## src/rtl/lfsr_pkg.sv

```systemverilog
`default_nettype none
// +-------------------------------------------------------------------------+
// | lfsr_pkg : mode encodings, 12-bit defaults and width-generic LFSR step  |
// | Revision : 1.0                                                          |
// +-------------------------------------------------------------------------+
package lfsr_pkg;

    localparam int LFSR_FIBONACCI = 0;
    localparam int LFSR_GALOIS    = 1;

    localparam int LFSR_MAX_WIDTH = 64;

    localparam logic [11:0] TAPS_FIB_12 = 12'hE08;
    localparam logic [11:0] TAPS_GAL_12 = 12'hC11;
    localparam logic [11:0] SEED_12     = 12'h001;

    typedef logic [LFSR_MAX_WIDTH-1:0] lfsr_word_t;

    // Operates on a zero-extended word; only the low 'width' bits are meaningful.
    function automatic lfsr_word_t lfsr_step(
        input lfsr_word_t  state,
        input lfsr_word_t  taps,
        input int unsigned width,
        input int          mode
    );
        lfsr_word_t mask;
        logic       msb;
        logic       fb;
        mask = (width >= LFSR_MAX_WIDTH) ? '1
             : ((lfsr_word_t'(1) << width) - lfsr_word_t'(1));
        msb  = |(state & (lfsr_word_t'(1) << (width - 1)));
        fb   = ^(state & taps & mask);
        if (mode == LFSR_GALOIS) begin
            return ((state << 1) ^ (msb ? taps : '0)) & mask;
        end
        return ((state << 1) | lfsr_word_t'(fb)) & mask;
    endfunction

endpackage
`default_nettype wire

```

## src/rtl/lfsr_next.sv

```systemverilog
`default_nettype none
// +-------------------------------------------------------------------------+
// | lfsr_next : combinational next-state of the LFSR, topology set by MODE  |
// | Revision  : 1.0                                                         |
// +-------------------------------------------------------------------------+
module lfsr_next
    import lfsr_pkg::*;
#(
    parameter int               WIDTH = 12,
    parameter logic [WIDTH-1:0] TAPS  = TAPS_FIB_12,
    parameter int               MODE  = LFSR_FIBONACCI
) (
    input  logic [WIDTH-1:0] state,
    output logic [WIDTH-1:0] next_state
);

    generate
        if (MODE == LFSR_GALOIS) begin : g_galois
            assign next_state = WIDTH'(lfsr_step(lfsr_word_t'(state), lfsr_word_t'(TAPS),
                                                 WIDTH, LFSR_GALOIS));
        end else begin : g_fibonacci
            assign next_state = WIDTH'(lfsr_step(lfsr_word_t'(state), lfsr_word_t'(TAPS),
                                                 WIDTH, LFSR_FIBONACCI));
        end
    endgenerate

endmodule
`default_nettype wire

```

## src/rtl/lfsr_gen.sv

```systemverilog
`default_nettype none
// +-------------------------------------------------------------------------+
// | lfsr_gen : LFSR with step enable, parallel load, lock-up recovery and   |
// |            period detection against a reference value                   |
// | Revision : 1.0                                                          |
// +-------------------------------------------------------------------------+
module lfsr_gen
    import lfsr_pkg::*;
#(
    parameter int               WIDTH = 12,
    parameter logic [WIDTH-1:0] TAPS  = TAPS_FIB_12,
    parameter logic [WIDTH-1:0] SEED  = SEED_12,
    parameter int               MODE  = LFSR_FIBONACCI
) (
    input  logic             clk,
    input  logic             reset_n,
    input  logic             en,
    input  logic             load,
    input  logic [WIDTH-1:0] load_val,
    output logic [WIDTH-1:0] q,
    output logic             serial_out,
    output logic             lockup,
    output logic             period_done,
    output logic [WIDTH-1:0] step_count
);

    logic [WIDTH-1:0] next_state;
    logic [WIDTH-1:0] ref_val;

    lfsr_next #(
        .WIDTH (WIDTH),
        .TAPS  (TAPS),
        .MODE  (MODE)
    ) u_next (
        .state      (q),
        .next_state (next_state)
    );

    always_ff @(posedge clk or negedge reset_n) begin
        if (!reset_n) begin
            q           <= SEED;
            ref_val     <= SEED;
            step_count  <= '0;
            lockup      <= 1'b0;
            period_done <= 1'b0;
        end else begin
            lockup      <= 1'b0;
            period_done <= 1'b0;
            if (load) begin
                q          <= load_val;
                ref_val    <= load_val;
                step_count <= '0;
            end else if (en) begin
                if (q == '0) begin
                    // All-zero is a fixed point of both topologies; restart from SEED.
                    q          <= SEED;
                    ref_val    <= SEED;
                    step_count <= '0;
                    lockup     <= 1'b1;
                end else begin
                    q <= next_state;
                    if (next_state == ref_val) begin
                        period_done <= 1'b1;
                        step_count  <= '0;
                    end else begin
                        step_count <= step_count + WIDTH'(1);
                    end
                end
            end
        end
    end

    assign serial_out = q[WIDTH-1];

endmodule
`default_nettype wire

```

## config.mk

```make
export PLATFORM = sky130hd
export DESIGN_NAME = lfsr_gen
export DESIGN_NICKNAME = d
export VERILOG_FILES = /design/src/rtl/lfsr_pkg.sv /design/src/rtl/lfsr_next.sv /design/src/rtl/lfsr_gen.sv
export SDC_FILE = /design/constraint.sdc
export NUM_CORES = 1
export LEC_CHECK = 0
export ABC_CLOCK_PERIOD_IN_PS = 4500
export BUFFER_PORTS_ARGS = -buffer_cell sky130_fd_sc_hd__buf_4
export CAP_MARGIN = 5
export CORE_MARGIN = 2
export CORE_UTILIZATION = 55
export CTS_CLUSTER_SIZE = 10
export DETAILED_ROUTE_END_ITERATION = 6
export HOLD_SLACK_MARGIN = 0.15
export PLACE_DENSITY = 0.89
export SYNTH_ARGS = -nofsm -noshare
export SYNTH_HDL_FRONTEND = slang
export SYNTH_SLANG_ARGS = --single-unit
export TNS_END_PERCENT = 5
```

## constraint.sdc

```tcl
create_clock -name clk -period 4.5 [get_ports clk]
set_input_delay 0.225 -clock clk [delete_from_list [all_inputs] [get_ports clk]]
set_output_delay 0.225 -clock clk [all_outputs]
set_load 0.005 [all_outputs]
```

* Yosys cells after proc, flatten, opt, wreduce, memory -nomap -nowiden
Index checks and enable logic that the tools add are counted.
Cells by class: add/subtract/negate cells 1, eq/ne operators 1, muxes and demuxes 17, bitwise operators 1, reduce and logical (&&, ||, !) cells 5
Operators with widths (number):
- 12-bit two-way mux | 10
- 64-bit parity | 1
- 12-bit by 1-bit adder with 12-bit output, second input constant | 1
- 12-bit equality test | 1
- 12-bit logical NOT | 1
- 12-bit by 1-bit OR with 12-bit output | 1
- 1-bit two-way mux | 7
- 2-bit nonzero test | 2
- 2-bit AND reduction | 1
Storage, ports and cells: bits in registers 38, input bits 16, output and inout port bits 27, logic and storage cells 30

* Logic depth before layout (Yosys ltp)
depth after elaboration 7, depth in mapped cells 9, mapped depth without buffers 7

* Modules after synthesis
A second synthesis with hierarchy kept.
Unflattened totals: cells, all modules 230, area, all modules 2092.0 µm²
By module, submodules not included:
- lfsr_gen | instances 1, cells an instance 216, area an instance 1983.2 µm², sequential area each 953.4 µm²
- lfsr_next | instances 1, cells an instance 14, area an instance 108.9 µm², sequential area each 0.0 µm²

* Worst setup path before layout
No wires, ideal clock.
path kind flip-flop to flip-flop, start register q[10], end register step_count[3], setup time 0.126 ns, data arrival time 1.893 ns, required time 4.374 ns, path slack 2.481 ns, stages on the path, launching flop included 9, buffers on the path 1, period minus slack after synthesis 2.019 ns, path through dfrtp_1 > inv_1 > ha_1 > xor2_1 > xnor2_1 > xnor2_2 > a21oi_2 > buf_6 > a221o_1
Between the ends: word-level cells in the longest chain between the ends 7, elaborated cells between the ends (all ways) 8, classes of those cells 1 x eq/ne; 4 x mux; 1 x bitwise; 2 x reduce/logical
Ends and longest elaborated chain:
- start: declaration | line lfsr_gen.sv:20 | output logic [WIDTH-1:0] q,
- start signal: assignment | line lfsr_gen.sv:50 | q <= load_val;
- start signal: assignment | line lfsr_gen.sv:61 | q <= next_state;
- 64-bit parity | line lfsr_pkg.sv:32 | fb = ^(state & taps & mask);
- 12-bit by 1-bit OR with 12-bit output | line lfsr_pkg.sv:36 | return ((state << 1) | lfsr_word_t'(fb)) & mask;
- 12-bit equality test | line lfsr_gen.sv:62 | if (next_state == ref_val) begin
- 12-bit two-way mux | line lfsr_gen.sv:62
- 12-bit two-way mux (*) | line lfsr_gen.sv:54 | if (q == '0) begin
- 12-bit two-way mux (*) | line lfsr_gen.sv:53 | end else if (en) begin
- 12-bit two-way mux (*) | line lfsr_gen.sv:49 | if (load) begin
- end signal: assignment | line lfsr_gen.sv:66 | step_count <= step_count + WIDTH'(1);
- end: declaration | line lfsr_gen.sv:24 | output logic [WIDTH-1:0] step_count
Every way passes the cells marked *; elsewhere a longest branch is shown, timed or not. The select of a mux whose other input is x is not followed. A chain may end at the register's enable or synchronous reset.

* Worst setup path in the final report
start register q[10], end register step_count[2]
Same word-level chain as after synthesis.

==> summary.txt <==
Floorplanning
  • Total die area: slightly above 4000 um2
  • Core ar.: 3390 um2
  • Initial Util: 57.7%
  • Die Span Y: roughly 64 um
  • Num rows: 21
  • IO Pins: 43
  • Die X: 63.7 um

Synth
  • Synth Warn #: 0
  • EDFF count, synth: 0
  • Yosys reg bits: 38
  • Most frequent cell after synthesis: nand2_1
  • Cell taking the most area after synthesis: dfrtp_1
  • Syn nets: 205
  • Mux cell area share after synthesis: 5.69%
  • Avg Inst Size Synth: 10.5 um2
  • Post-Synth Simple-Gate Area: 17.8%
  • Synth Flop Type: dfrtp_1
  • Post-synth top cells: nand2_1 (37), dfrtp_1 (36), xnor2_1 (13)
  • Adder-cell area share of the yosys netlist: 1.28%
  • Seq/Total Area, Yosys: 48.7%
  • Synth area leaders: dfrtp_1 (46%), nand2_1 (7.1%), xnor2_1 (5.8%), mux2i_1 (5.1%), a221o_1 (3.1%)
  • Synth Area in XOR/XNOR: 8.44%
  • Combinational family with the most area after synthesis: simple AND/OR/NAND/NOR gates
  • Synth top area share: 46.0%
  • Synthesized area: 1960 um2
  • Cells after Synth: 187
  • Compound-Gate Fraction of Synth Area: 13.0%
  • Distinct cells, synth: 42
  • Post-synth ARST share: 100%

Worst hold path
  • Hold Path Depth: 3
  • Tightest Hold Check Type: in2reg
  • Hold Crit Endpoint: q[0]
  • Worst hold start: load

Power and ir drop
  • Comb power frac: 20.4%
  • Clock share of power: 25.1%
  • Peak VDD IR: around 0.26 mV
  • Sw frac: 28.5%
  • Power Density: ~300 nW/um2
  • P_int: slightly above 500 uW
  • Net Sw Power: 206 uW
  • Flop pwr share: 54.6%
  • Pleak: between 1 and 1.5 nW

Routing
  • Via count: 1563
  • Initial DRC Count: 61
  • Detail Route Antenna Nets: 0
  • Detailed Routing Iterations Pass 1: 4
  • Avg Vias per Cell: 5.47
  • DR WL/cell: 14.6 um
  • Drt total wl: 4190 um
  • Post-route DRC: 0

Job
  • Max Cap Viol: 0

Final layout
  • Core Util, Final: 72.0%
  • Area growth from synthesis to layout: 24.7%
  • Share of layout cells above drive strength 1: around 25%
  • Inserted Diodes: 0
  • Final net count: between 200 and 300

Setup path
  • Worst R2R Start: q[10]
  • Worst path arrival time: roughly 2.5 ns
  • Critical path fanouts, max: 11
  • Crit start category: register
  • Crit. End Element: register
  • Worst R2R End: step_count[2]
  • Worst r2r path cells: 7
  • Critical Path Start: q[10]
  • Register-to-register setup slack: 2.24 ns
  • Worst endpoint required time: 4.78 ns
  • Crit Path Category: reg2reg

Clock network
  • Clk buf depth: 2
  • Clock Latency Late Sink: 0.34 ns
  • CTS Buf Count: 5
  • H-tree Lvls: 2
  • TritonCTS clock tree: yes
  • Clock root buffer master: clkbuf_4
  • Clock Sinks: 38
  • Clk pin slew, worst setup/hold paths: 0.10 ns

STA
  • Tmin final: about 2.3 ns
  • Max transition margin: 33.8%
  • Setup ws final: ~2.2 ns
  • Skew final: 0.00337 ns
  • Final setup viols: 0
  • Worst Tran Pin Value: 0.994 ns
  • RSZ-0062 raised after global routing: no
  • Final cycle utilization of the critical path: 50.2%
  • Final count of pins violating max slew: 0
  • Fmax: 443 MHz
  • Final Hold Viols: 0
  • Setup TNS: 0 ns

Place
  • Dpl hpwl: 2830 um
  • Worst slack at placement: roughly 2.3 ns
  • Buffers on Ports: 42
  • Gpl congestion: 0.808

Status
  • Status: completed

Global route
  • Initial antenna violation count: 0
  • Aggregate global routing overflow: 0
  • Largest net degree at the start of global routing: 39
  • Vias in the first global route: 1553
  • First-pass GRT wire length: 7120 um
  • Global Route Usage Sum: 22.4%
cell families (layout without fill, tap and decap cells):
logic type                 count (synthesis)  after routing
muxes                                     11             11
buffers and inverters                     15             68
AOI/OAI and AO/OA                         35             35
and+or+nand+nor                           68             68
DFF                                       38             38
xor gates and xnor gates                  18             18
adders and majority gates                  2              2
state kept, by name, indices dropped and copies added (netlist names):
name / count
step_count: 12
period_done: 1
q: 12
ref_val: 12
lockup: 1
power by group through the flow:
| stage | combinational (mW) | clock (mW) | sequential [mW] |
|---|---|---|---|
| floorplan | 0.0898 | 0 | 0.395 |
| detailed placement | 0.139 | 0 | 0.400 |
| finish | 0.147 | 0.181 | 0.395 |
| global route | 0.163 | 0.203 | 0.398 |
| CTS | 0.148 | 0.185 | 0.394 |
| global placement | 0.136 | 0 | 0.399 |
metal layers:
metal / track usage, % / vias to the layer above / share of wire [%]
met5: 0 / - / 0
met4: 7.61 / 0 / 1.7
met3: 4.29 / 9 / 4.2
met2: 38.4 / 39 / 49
li1: - / 763 / -
met1: 28.4 / 752 / 45
area by class of cell:
type                    instances  area (um2)
clock inverters                 1        5.00
well taps                      46        57.6
inverters                       5        18.8
multi-input cells             134         906
clock buffers                   7        55.1
repair buffers                 55         445
fillers                       248         948
flip-flops and latches         38         953
per-stage QoR:
| step | cells | power [mW] | hold slack [ns] | cell area [um2] |
|---|---|---|---|---|
| detailed placement | 265 | 0.539 | 0.211 | 2250 |
| floorplan | 187 | 0.485 | -0.0706 | 1960 |
| global placement | 265 | 0.535 | 0.214 | 2250 |
| global route | 286 | 0.764 | 0.246 | 2440 |
| finish | 286 | 0.723 | 0.218 | 2440 |
| CTS | 286 | 0.727 | 0.212 | 2440 |
critical path, stage by stage, from the launching register on:
cell	delay, ns
dfrtp_1	0.41
inv_1	0.08
ha_1	0.19
nor4b_1	0.14
and3_4	0.18
or3b_1	0.50
a21oi_2	0.46
a221o_1	0.24
how the worst max path moves through the flow:
stage,end,cells after the start,slack (ns)
6_report,step_count[2],7,2.24
5_1_grt,step_count[3],7,2.07
4_1_cts,step_count[0],7,2.24
3_5_place_dp,step_count[0],7,2.28
3_3_place_gp,step_count[0],7,2.34
2_1_floorplan,step_count[3],8,2.48
repair_timing:
item,CTS,global route
hold buffers,13,0
endpoints found under the hold margin,59,0
setup buffers,0,0
gates resized for setup,0,0
cells in the final DEF, fill, tap and decap left out, drive strengths merged, types with 7 or more instances in the layout:
master and n:
dlygate4sd3 13, clkbuf 7, buf 42, xnor2 14
mux2i 10, o21ai 13, nand2 37, dfrtp 36
Note: power is estimated with default switching activity, not from simulation.
